### config.mk
export PLATFORM = sky130hd
export DESIGN_NAME = pwm_level_sequencer_flat
export DESIGN_NICKNAME = d
export VERILOG_FILES = /design/src/rtl/pwm_pkg.sv /design/src/rtl/pwm_level_sequencer_if.sv /design/src/rtl/pwm_level_sequencer_seq_divider.sv /design/src/rtl/pwm_level_sequencer.sv /design/src/flat_wrapper.sv
export SDC_FILE = /design/constraint.sdc
export NUM_CORES = 1
export LEC_CHECK = 0
export BUFFER_PORTS_ARGS = -buffer_cell sky130_fd_sc_hd__clkbuf_2
export CORE_UTILIZATION = 45
export CTS_BUF_LIST = sky130_fd_sc_hd__clkbuf_16
export CTS_CLUSTER_SIZE = 8
export DETAILED_ROUTE_END_ITERATION = 10
export GPL_TIMING_DRIVEN = 0
export PLACE_DENSITY = 0.68
export SYNTH_ARGS = -nofsm -noshare
export SYNTH_HDL_FRONTEND = slang
export SYNTH_HIERARCHICAL = 1
export SYNTH_SLANG_ARGS = --single-unit
### constraint.sdc
create_clock -name MClk -period 9.33 [get_ports MClk]
set_clock_uncertainty 0.2 [all_clocks]
set_input_delay 1.866 -clock MClk [delete_from_list [all_inputs] [get_ports MClk]]
set_output_delay 1.866 -clock MClk [all_outputs]
set_load 0.01 [all_outputs]
### src/rtl/pwm_pkg.sv
// Shared types for the multilevel PWM configuration sequencer.
// Holds the sequencer states, the per-level config bundle and an index-width helper.
package pwm_pkg;

    localparam int unsigned PWM_BW = 16;

    typedef enum logic [2:0] {
        ST_IDLE,
        ST_DIV1,
        ST_DIV2,
        ST_LIMITS,
        ST_RUN
    } seq_state_t;

    typedef struct packed {
        logic [PWM_BW-1:0] lower;
        logic [PWM_BW-1:0] upper;
        logic [PWM_BW-1:0] offset;
    } lvl_cfg_t;

    function automatic int unsigned idx_w(input int unsigned n);
        return (n < 2) ? 1 : $clog2(n);
    endfunction

endpackage

### src/rtl/pwm_level_sequencer_if.sv
// Control/status and level-bank bus between the sequencer and its host.
// The host side drives Start/Stop/PWMMaxCount; the sequencer drives the rest.
interface pwm_level_sequencer_if #(
    parameter int unsigned LevelCount = 2,
    parameter int unsigned BIT_WIDTH  = 16
) ();

    logic                            Start;
    logic                            Stop;
    logic [BIT_WIDTH-1:0]            PWMMaxCount;
    logic                            Ready;
    logic                            Busy;
    logic                            Done;
    logic                            CfgErr;
    logic                            LevelEn;
    logic [LevelCount*BIT_WIDTH-1:0] LowerLimit;
    logic [LevelCount*BIT_WIDTH-1:0] UpperLimit;
    logic [LevelCount*BIT_WIDTH-1:0] InterleaveOffset;

    modport master (
        output Start,
        output Stop,
        output PWMMaxCount,
        input  Ready,
        input  Busy,
        input  Done,
        input  CfgErr,
        input  LevelEn,
        input  LowerLimit,
        input  UpperLimit,
        input  InterleaveOffset
    );

    modport slave (
        input  Start,
        input  Stop,
        input  PWMMaxCount,
        output Ready,
        output Busy,
        output Done,
        output CfgErr,
        output LevelEn,
        output LowerLimit,
        output UpperLimit,
        output InterleaveOffset
    );

endinterface

### src/rtl/pwm_level_sequencer_seq_divider.sv
// Restoring shift-subtract divider, one quotient bit per edge.
// The start edge performs the first step, so o_done pulses BIT_WIDTH-1 edges later.
module seq_divider #(
    parameter int unsigned BIT_WIDTH = 16
) (
    input  logic                 MClk,
    input  logic                 Rst,
    input  logic                 i_start,
    input  logic [BIT_WIDTH-1:0] i_dividend,
    input  logic [BIT_WIDTH-1:0] i_divisor,
    output logic                 o_done,
    output logic [BIT_WIDTH-1:0] o_quotient
);

    localparam int unsigned CW = $clog2(BIT_WIDTH + 1);

    logic [BIT_WIDTH:0]   r_rem;
    logic [BIT_WIDTH-1:0] r_quo;
    logic [CW-1:0]        r_cnt;
    logic                 r_busy;
    logic                 r_done;

    logic [BIT_WIDTH:0]   w_src_rem;
    logic [BIT_WIDTH-1:0] w_src_quo;
    logic [BIT_WIDTH+1:0] w_sh;
    logic [BIT_WIDTH+1:0] w_dvs;
    logic                 w_ge;
    logic [BIT_WIDTH:0]   w_rem_n;
    logic [BIT_WIDTH-1:0] w_quo_n;

    always_comb begin
        w_src_rem = i_start ? '0 : r_rem;
        w_src_quo = i_start ? i_dividend : r_quo;
        w_sh      = {w_src_rem, w_src_quo[BIT_WIDTH-1]};
        w_dvs     = {2'b00, i_divisor};
        w_ge      = (w_sh >= w_dvs);
        w_rem_n   = w_ge ? (BIT_WIDTH+1)'(w_sh - w_dvs) : w_sh[BIT_WIDTH:0];
        w_quo_n   = {w_src_quo[BIT_WIDTH-2:0], w_ge};
    end

    always_ff @(posedge MClk) begin
        if (Rst) begin
            r_rem  <= '0;
            r_quo  <= '0;
            r_cnt  <= '0;
            r_busy <= 1'b0;
            r_done <= 1'b0;
        end else begin
            r_done <= 1'b0;
            if (i_start) begin
                r_rem  <= w_rem_n;
                r_quo  <= w_quo_n;
                r_cnt  <= CW'(BIT_WIDTH - 1);
                r_busy <= 1'b1;
            end else if (r_busy) begin
                r_rem <= w_rem_n;
                r_quo <= w_quo_n;
                r_cnt <= r_cnt - CW'(1);
                if (r_cnt == CW'(1)) begin
                    r_busy <= 1'b0;
                    r_done <= 1'b1;
                end
            end
        end
    end

    assign o_done     = r_done;
    assign o_quotient = r_quo;

endmodule

### src/rtl/pwm_level_sequencer.sv
// Computes per-level carrier windows and interleave offsets from one period count,
// then releases every level cell together with a single enable.
module pwm_level_sequencer
    import pwm_pkg::*;
#(
    parameter int unsigned LevelCount = 2,
    parameter int unsigned BIT_WIDTH  = PWM_BW
) (
    input logic                  MClk,
    input logic                  Rst,
    pwm_level_sequencer_if.slave bus
);

    localparam int unsigned IDXW = idx_w(LevelCount);
    localparam int unsigned VW   = LevelCount * BIT_WIDTH;

    seq_state_t           r_state;
    seq_state_t           w_state;
    logic [BIT_WIDTH-1:0] r_P;
    logic [BIT_WIDTH-1:0] r_Q;
    logic [BIT_WIDTH-1:0] r_S;
    logic [BIT_WIDTH-1:0] r_accL;
    logic [BIT_WIDTH-1:0] r_accO;
    logic [IDXW-1:0]      r_idx;
    logic                 r_div_go;
    logic                 r_cfg_err;
    logic [VW-1:0]        r_lo;
    logic [VW-1:0]        r_hi;
    logic [VW-1:0]        r_off;

    logic                 w_accept;
    logic                 w_err;
    logic                 w_div_start;
    logic                 w_latch_q;
    logic                 w_latch_s;
    logic                 w_write;
    logic                 w_go;
    logic                 w_div_done;
    logic [BIT_WIDTH-1:0] w_dividend;
    logic [BIT_WIDTH-1:0] w_quo;
    lvl_cfg_t             w_cfg;

    // First divide starts the edge after acceptance from the latched P;
    // the second is chained straight off the first quotient.
    assign w_go       = r_div_go | w_div_start;
    assign w_dividend = r_div_go ? r_P : w_quo;

    seq_divider #(
        .BIT_WIDTH (BIT_WIDTH)
    ) u_div (
        .MClk       (MClk),
        .Rst        (Rst),
        .i_start    (w_go),
        .i_dividend (w_dividend),
        .i_divisor  (BIT_WIDTH'(LevelCount)),
        .o_done     (w_div_done),
        .o_quotient (w_quo)
    );

    always_ff @(posedge MClk) begin
        if (Rst) begin
            r_state <= ST_IDLE;
        end else begin
            r_state <= w_state;
        end
    end

    always_comb begin
        w_state     = r_state;
        w_accept    = 1'b0;
        w_err       = 1'b0;
        w_div_start = 1'b0;
        w_latch_q   = 1'b0;
        w_latch_s   = 1'b0;
        w_write     = 1'b0;
        unique case (r_state)
            ST_IDLE: begin
                if (bus.Start) begin
                    w_accept = 1'b1;
                    w_state  = ST_DIV1;
                end
            end
            ST_DIV1: begin
                if (w_div_done) begin
                    if (w_quo == '0) begin
                        w_err   = 1'b1;
                        w_state = ST_IDLE;
                    end else begin
                        w_latch_q   = 1'b1;
                        w_div_start = 1'b1;
                        w_state     = ST_DIV2;
                    end
                end
            end
            ST_DIV2: begin
                if (w_div_done) begin
                    w_latch_s = 1'b1;
                    w_state   = ST_LIMITS;
                end
            end
            ST_LIMITS: begin
                w_write = 1'b1;
                if (r_idx == IDXW'(LevelCount - 1)) begin
                    w_state = ST_RUN;
                end
            end
            ST_RUN: begin
                if (bus.Stop) begin
                    w_state = ST_IDLE;
                end else if (bus.Start) begin
                    w_accept = 1'b1;
                    w_state  = ST_DIV1;
                end
            end
            default: w_state = ST_IDLE;
        endcase
    end

    always_comb begin
        w_cfg        = '0;
        w_cfg.lower  = r_accL;
        w_cfg.upper  = r_accL + r_Q - BIT_WIDTH'(1);
        w_cfg.offset = r_accO;
    end

    always_ff @(posedge MClk) begin
        if (Rst) begin
            r_P       <= '0;
            r_Q       <= '0;
            r_S       <= '0;
            r_accL    <= '0;
            r_accO    <= '0;
            r_idx     <= '0;
            r_div_go  <= 1'b0;
            r_cfg_err <= 1'b0;
            r_lo      <= '0;
            r_hi      <= '0;
            r_off     <= '0;
        end else begin
            r_div_go <= w_accept;
            if (w_accept) begin
                r_P       <= bus.PWMMaxCount;
                r_cfg_err <= 1'b0;
            end
            if (w_err) begin
                r_cfg_err <= 1'b1;
            end
            if (w_latch_q) begin
                r_Q <= w_quo;
            end
            if (w_latch_s) begin
                r_S    <= w_quo;
                r_accL <= '0;
                r_accO <= '0;
                r_idx  <= '0;
            end
            if (w_write) begin
                r_lo[int'(r_idx)*BIT_WIDTH +: BIT_WIDTH]  <= w_cfg.lower;
                r_hi[int'(r_idx)*BIT_WIDTH +: BIT_WIDTH]  <= w_cfg.upper;
                r_off[int'(r_idx)*BIT_WIDTH +: BIT_WIDTH] <= w_cfg.offset;
                r_accL <= r_accL + r_Q;
                r_accO <= r_accO + r_S;
                r_idx  <= r_idx + IDXW'(1);
            end
        end
    end

    assign bus.Ready            = (r_state == ST_IDLE) || (r_state == ST_RUN);
    assign bus.Busy             = (r_state == ST_DIV1) || (r_state == ST_DIV2)
                                || (r_state == ST_LIMITS);
    assign bus.Done             = (r_state == ST_RUN);
    assign bus.LevelEn          = (r_state == ST_RUN);
    assign bus.CfgErr           = r_cfg_err;
    assign bus.LowerLimit       = r_lo;
    assign bus.UpperLimit       = r_hi;
    assign bus.InterleaveOffset = r_off;

endmodule
### src/flat_wrapper.sv
// flat-port wrapper written by rule: the top's interface ports become plain ports
module pwm_level_sequencer_flat import pwm_pkg::*;
#(
    parameter int unsigned LevelCount = 2,
    parameter int unsigned BIT_WIDTH  = PWM_BW
)
  (MClk, Rst, bus_Start, bus_Stop, bus_PWMMaxCount, bus_Ready, bus_Busy, bus_Done, bus_CfgErr, bus_LevelEn, bus_LowerLimit, bus_UpperLimit, bus_InterleaveOffset);
  pwm_level_sequencer_if #(.LevelCount(LevelCount), .BIT_WIDTH(BIT_WIDTH)) bus_i ();
  input logic MClk;
  input logic Rst;
  input wire logic [$bits(bus_i.Start)-1:0] bus_Start;
  input wire logic [$bits(bus_i.Stop)-1:0] bus_Stop;
  input wire logic [$bits(bus_i.PWMMaxCount)-1:0] bus_PWMMaxCount;
  output wire logic [$bits(bus_i.Ready)-1:0] bus_Ready;
  output wire logic [$bits(bus_i.Busy)-1:0] bus_Busy;
  output wire logic [$bits(bus_i.Done)-1:0] bus_Done;
  output wire logic [$bits(bus_i.CfgErr)-1:0] bus_CfgErr;
  output wire logic [$bits(bus_i.LevelEn)-1:0] bus_LevelEn;
  output wire logic [$bits(bus_i.LowerLimit)-1:0] bus_LowerLimit;
  output wire logic [$bits(bus_i.UpperLimit)-1:0] bus_UpperLimit;
  output wire logic [$bits(bus_i.InterleaveOffset)-1:0] bus_InterleaveOffset;
  assign bus_i.Start = bus_Start;
  assign bus_i.Stop = bus_Stop;
  assign bus_i.PWMMaxCount = bus_PWMMaxCount;
  assign bus_Ready = bus_i.Ready;
  assign bus_Busy = bus_i.Busy;
  assign bus_Done = bus_i.Done;
  assign bus_CfgErr = bus_i.CfgErr;
  assign bus_LevelEn = bus_i.LevelEn;
  assign bus_LowerLimit = bus_i.LowerLimit;
  assign bus_UpperLimit = bus_i.UpperLimit;
  assign bus_InterleaveOffset = bus_i.InterleaveOffset;
  pwm_level_sequencer #(.LevelCount(LevelCount), .BIT_WIDTH(BIT_WIDTH)) u_core (.MClk(MClk), .Rst(Rst), .bus(bus_i));
endmodule
==> run metrics, run 1 <==
per-cell routed wire length roughly 16 um; CTS tree yes; status complete, no violations; Synth Area in XOR/XNOR 4.321%; f_max 0.1928 GHz; first-pass GRT wire length 47,520 um; Post-DP HPWL ~22,000 um; CP startpoint kind register; Post-synth EDFFs 0; Gates resized, CTS repair 0; Gate Count Post-Synth 1,330; Synth area leader dfxtp_1; layout cells sized above 1 14.43%; DP Area 11,960 um2; fin cells roughly 1.8k; Clock Tree Root clkbuf_16; DR vias/cell around 5.4; grt peak-use layer met2; Max Slew Vio Count 0; MaxCap Viol Count 0; clk slew on worst S/H paths 0.05 ns; die extent in x 157.8 um; crit path kind reg2reg; CP endpoint kind register; CTS Hold Buffers Added 0; setup TNS 0 ns; final setup violation count 0; Synth top area share 40.71%; post-layout minimum cycle time 5.188 ns; antenna-violating nets left 0; Core ar. 23,610 um2; VDD IR-drop max 0.1238 mV; Adder-Cell Fraction of Synth Area 6.166%; antenna violations before repair 0; syn_area_per_cell 8.208 um2; Residual DRC 0; Clock Latency Late Sink 0.54 ns; crit-path max FO 10; clock sinks 222; Ports ~120; number of synthesized register bits between 200 and 250; I/O Buffers 119; Mapped Area ~11,000 um2; final worst-path cycle share 55.60%; PD cells 166.5 nW/um2; fillers 2,254; met2 usage 42.69%; worst hold slack 0.2521 ns; most frequent cell after synthesis nand2_1; post-synthesis simple-gate area fraction around 20%; largest net degree at the start of global routing 16; fin nets 1,568; WP data arrival ~5.4 ns; M3 GR Usage 3.093%; commonest cells in the netlist 241 x nand2_1, 222 x dfxtp_1, 165 x a21oi_1; height of the chip 157.8 um; Final Wtd Congestion 0.9069; number of buffers created by CTS 31; Area growth, synth to finish 16.91%; DRT Pass-1 Iters 5; min-delay worst type reg2reg; Synth Flop Type dfxtp_1; Starting Density 46.23%; Req. time, crit path ~9.6 ns; Leak about 5.2 nW; main area contributors after synthesis dfxtp_1 41%, nand2_1 8.3%, a21oi_1 7.6%; post-synthesis cell type count 78; largest family of logic cells by synthesized area simple AND/OR/NAND/NOR gates; maximum clock path buffer count 3; proportion of synthesized area in mux cells 4.951%; global route overflow 0; H-tree depth 1; die area ~25,000 um2; YS warnings 6; GRT Util Overall 23.94%; asr flop ratio synth 0%; Hold Violations, Final 0; Synth Area in Compound Gates 19.75%; ANT cells 0; Slew @ Worst Pin between 0.7 and 0.8 ns; first-iteration detailed-routing DRC count a little over 700; Slew headroom 48.92%; via count 9,783; vias in the first global route 9,365; register area share after synthesis 40.71%; RSZ-0062 raised after global routing no; design area 12,760 um2; row count 56; dpl cells around 1.8k; GR Util met1 29.91%; Setup Fix Bufs, Post-CTS 0; final wirelength 29,570 um
stage by stage:
| step | power [mW] | util (%) | worst slack, ns |
|---|---|---|---|
| detailed placement | 1.186 | 50.67 | 4.194 |
| finish | 2.125 | 54.05 | 4.142 |
| global placement | 1.183 | 50.67 | 4.157 |
| floorplan | 1.137 | - | 5.293 |
| CTS | 2.141 | 54.02 | 4.168 |
| global route | 2.211 | 54.05 | 3.634 |
routing by layer:
metal,wire length (um),vias up
met5,0,-
met4,677,0
met3,1421,42
met2,14480,251
met1,12990,4585
li1,-,4905
kinds of logic after synthesis:
kind of cell	after synthesis
compound gates	337
other cells	2
fa+ha+maj	52
mux	52
xor+xnor	53
flops	222
buf+inv	113
simple gates	499
critical path: stages, from the launching register on:
cell and delay [ns]:
dfxtp_1 0.30, clkbuf_1 0.30, nand2_1 0.11, nor3_1 0.18, nand2_1 0.31, nand2b_1 0.41, clkbuf_1 0.54, clkbuf_1 0.51
nor2b_1 0.16, fa_1 0.45, a21o_1 0.23, a21oi_1 0.16, o21ai_0 0.22, a21boi_0 0.49, o221ai_1 0.23, xnor2_1 0.18
o21ai_0 0.08
area by class of cell:
type	count	area (um2)	share of cell area (%)
Inverter	34	127.6	1.000
Tap cell	319	399.1	3.127
Clock inverter	3	16.27	0.1275
Sequential cell	222	4444	34.82
Multi-Input combinational cell	1009	6070	47.56
Clock buffer	31	775.7	6.078
Buffer	79	334.1	2.618
Timing Repair Buffer	119	595.6	4.667
placed cells by master (no fill, tap or decap), types with 4 or more instances in the layout:
cell,netlist,layout
nor4_1,9,9
buf_1,5,5
clkbuf_2,0,119
nand3_1,16,16
and3_1,7,7
a21o_1,13,13
buf_2,6,6
buf_4,4,4
o21ai_0,30,30
xor2_1,16,16
mux2i_1,36,36
o21a_1,5,5
xnor2_1,36,36
a22oi_1,26,26
a21oi_1,165,165
nor2b_1,15,15
nand2_1,241,241
o211ai_1,5,5
clkbuf_16,0,31
a211oi_2,4,4
ha_1,49,49
mux2_2,16,16
clkbuf_1,62,62
a31oi_1,5,5
o21ai_2,4,4
nor3_1,17,17
o21bai_1,4,4
inv_1,34,36
a211oi_1,35,35
conb_1,2,16
nor2_1,151,151
dfxtp_1,222,222
nand2b_1,6,6
path summary, 6_finish.rpt:
path | slack (ns) | startpoint | end | cells past startpoint
setup reg to reg | 4.14 | u_core/r_state[0]$_SDFFE_PP0P_ | u_core/u_div/r_rem[16]$_SDFFE_PP0P_ | 16
hold / removal | 0.25 | u_core/r_P[15]$_SDFFE_PP0P_ | u_core/r_P[15]$_SDFFE_PP0P_ | 2
hold reg to reg | 0.25 | u_core/r_P[15]$_SDFFE_PP0P_ | u_core/r_P[15]$_SDFFE_PP0P_ | 2
setup / recovery | 4.14 | u_core/r_state[0]$_SDFFE_PP0P_ | u_core/u_div/r_rem[16]$_SDFFE_PP0P_ | 16
flip-flops by register name, summed over array words and instances, names as in the netlist, 3 cells and up:
signal	flops
u_core/r_state	3
u_core/r_S	16
u_core/bus.UpperLimit	32
u_core/u_div/r_rem	17
u_core/bus.LowerLimit	32
u_core/r_accL	16
u_core/r_Q	16
u_core/u_div/o_quotient	16
u_core/r_accO	16
u_core/bus.InterleaveOffset	32
u_core/r_P	16
u_core/u_div/r_cnt	5
report_power, final:
group / internal, mW / leakage (nW) / total [mW] / switching [mW]
Sequential: 0.966 / 1.79 / 0.978 / 0.0119
Clock: 0.576 / 0.397 / 0.956 / 0.380
Combinational: 0.0719 / 3.04 / 0.191 / 0.119
Total: 1.61 / 5.23 / 2.13 / 0.511
Power figures use the tool's default switching activity.
==> run 2: changes to the inputs <==
==> constraint.sdc (replaced) <==
create_clock -name MClk -period 4.8 [get_ports MClk]
set_clock_uncertainty 0.2 [all_clocks]
set_input_delay 0.96 -clock MClk [delete_from_list [all_inputs] [get_ports MClk]]
set_output_delay 0.96 -clock MClk [all_outputs]
set_load 0.01 [all_outputs]
==> run 2 against run 1 <==
  * Wire length is 0.14% lower
  * Largest power group unchanged
  * Hold slack worse by 0.00080 ns
  * Final cell count hardly changed
  * Non-clock buffer count is 1 lower
  * Combinational power is 94% higher
  * Total power is 94% higher
  * Sequential share of layout area hardly changed
  * Via count is 0.12% higher
  * Final area hardly changed
  * Core utilization hardly changed
==> run metrics, run 2 (synthesis results as in run 1) <==
status complete, no violations; global route overflow 0; PD cells 323.7 nW/um2; antenna-violating nets left 0; Core ar. between 20,000 and 25,000 um2; row count 56; final worst-path cycle share about nine tenths; Clock Latency Late Sink approximately 0.54 ns; ANT cells 0; maximum clock path buffer count 3; CP startpoint kind register; Switching Fraction 24.05%; DP Area 11,960 um2; largest net degree at the start of global routing 16; DR vias/cell 5.397; clock power share between 40% and 50%; via count 9,795; fin nets around 1.6k; number of buffers created by CTS 31; Slew @ Worst Pin just under 0.8 ns; clk slew on worst S/H paths roughly 0.05 ns; Int Pwr between 3 and 4 mW; Residual DRC 0; post-layout minimum cycle time 4.373 ns; setup TNS 0 ns; critical-path cell list clkbuf_1 > clkbuf_2 > nand2b_2 > clkbuf_2 > buf_2 > nor2b_1 > fa_1 > a21o_1 > a21bo_2 > a211oi_4 > o211a_1 > buf_4 > nor2_1 > a21oi_1 > o21ai_0; H-tree depth 1; slowest CP cell fa_1; GRT Util Overall 23.95%; die area about 25,000 um2; commonest non-fill, non-tap cells in the layout 240 x nand2_1, 222 x dfxtp_1, 165 x a21oi_1, 151 x nor2_1, 122 x clkbuf_2; per-cell routed wire length 16.27 um; Req. time, crit path 5.02 ns; Max Slew Vio Count 0; Hold Violations, Final 0; flop2flop setup slack 0.43 ns; DRT Pass-1 Iters 5; Slowest Stage Delay on Critical Path around 0.43 ns; met2 usage approximately 43%; RSZ-0062 raised after global routing no; first-pass GRT wire length 47,550 um; first-iteration detailed-routing DRC count 707; Core Util, Final 54.07%; final wirelength 29,530 um; Tot Pwr 4.133 mW; M3 GR Usage under 10%; WP data arrival between 4 and 5 ns; min-delay worst type reg2reg; CTS tree yes; I/O Buffers 119; MaxCap Viol Count 0; Area growth, synth to finish 16.96%; Clock Tree Root clkbuf_16; Comb power frac roughly 9%; switching pwr about 1 mW; crit path kind reg2reg; Post-DP HPWL 21,860 um; clock sinks approximately 220; design area 12,770 um2; most frequent CP cell clkbuf_2; commonest non-fill, non-tap cell in the layout nand2_1; die extent in x 157.8 um; Starting Density 46.23%; Final Wtd Congestion 0.9069; CTS Hold Buffers Added 0; sequential power share 46.0%; Slew headroom 48.57%; Ports 121; antenna violations before repair 0; GR Util met1 29.97%; VDD IR-drop max 0.2415 mV; Leak 5.247 nW; grt peak-use layer met2; height of the chip 157.8 um; vias in the first global route roughly 9.4k; worst hold slack 0.2513 ns; final setup violation count 0; f_max 0.2287 GHz; crit-path max FO 10; CP endpoint kind register; layout cells sized above 1 14.84%
[run 2: per-stage QoR]
stage	instances	worst slack, ns
after floorplan	1344	0.7631
after global placement	1782	-0.3725
after detailed placement	1782	-0.3362
after CTS	1816	0.06700
after global routing	1815	0.09324
final	1815	0.4273
[run 2: what timing repair did]
item | 4_1_cts | 5_1_grt
buffers inserted | 0 | 0
endpoints found under the hold margin | 0 | 0
setup endpoints to repair | 18 | 18
resized for setup | 2 | 7
[run 2: routing by layer]
metal	share of wire [%]	routed length (um)
met1	44	12920
met2	49	14510
met3	4.8	1404
met5	0	0
met4	2.3	686
[run 2: cell type report]
class	count	area, um2
plain buffers	78	335.3
clock buffers	31	775.7
clock inverters	3	16.27
fillers	2254	10840
inverters	34	127.6
multi-input cells	1009	6075
flip-flops and latches	222	4444
well taps	319	399.1
repair buffers	119	595.6
[run 2: final timing paths]
kind         cells after the start                                    end                             startpoint
min reg2reg                      2  u_core/bus.LowerLimit[8]$_SDFFE_PP0P_  u_core/bus.LowerLimit[8]$_SDFFE_PP0P_
max reg2reg                     15     u_core/u_div/r_rem[2]$_SDFFE_PP0P_             u_core/r_div_go$_SDFF_PP0_
max                             15     u_core/u_div/r_rem[2]$_SDFFE_PP0P_             u_core/r_div_go$_SDFF_PP0_
min                              2  u_core/bus.LowerLimit[8]$_SDFFE_PP0P_  u_core/bus.LowerLimit[8]$_SDFFE_PP0P_
[run 2: power by group through the flow]
stage,logic [mW],registers [mW],clock network [mW]
2_1_floorplan,0.281,1.93,0
3_3_place_gp,0.363,1.94,0
3_5_place_dp,0.367,1.94,0
4_1_cts,0.369,1.90,1.89
5_1_grt,0.412,1.90,1.98
6_report,0.371,1.90,1.86
[run 2: worst max-delay path: cells and delay by family (launching register included)]
kind / cells / cell delay (ns)
flip-flops: 1 / 0.30
buffers and inverters: 5 / 1.57
AND/OR/NAND/NOR: 3 / 0.47
adder cells (fa/ha/maj): 1 / 0.43
AO/OA/AOI/OAI: 6 / 1.28
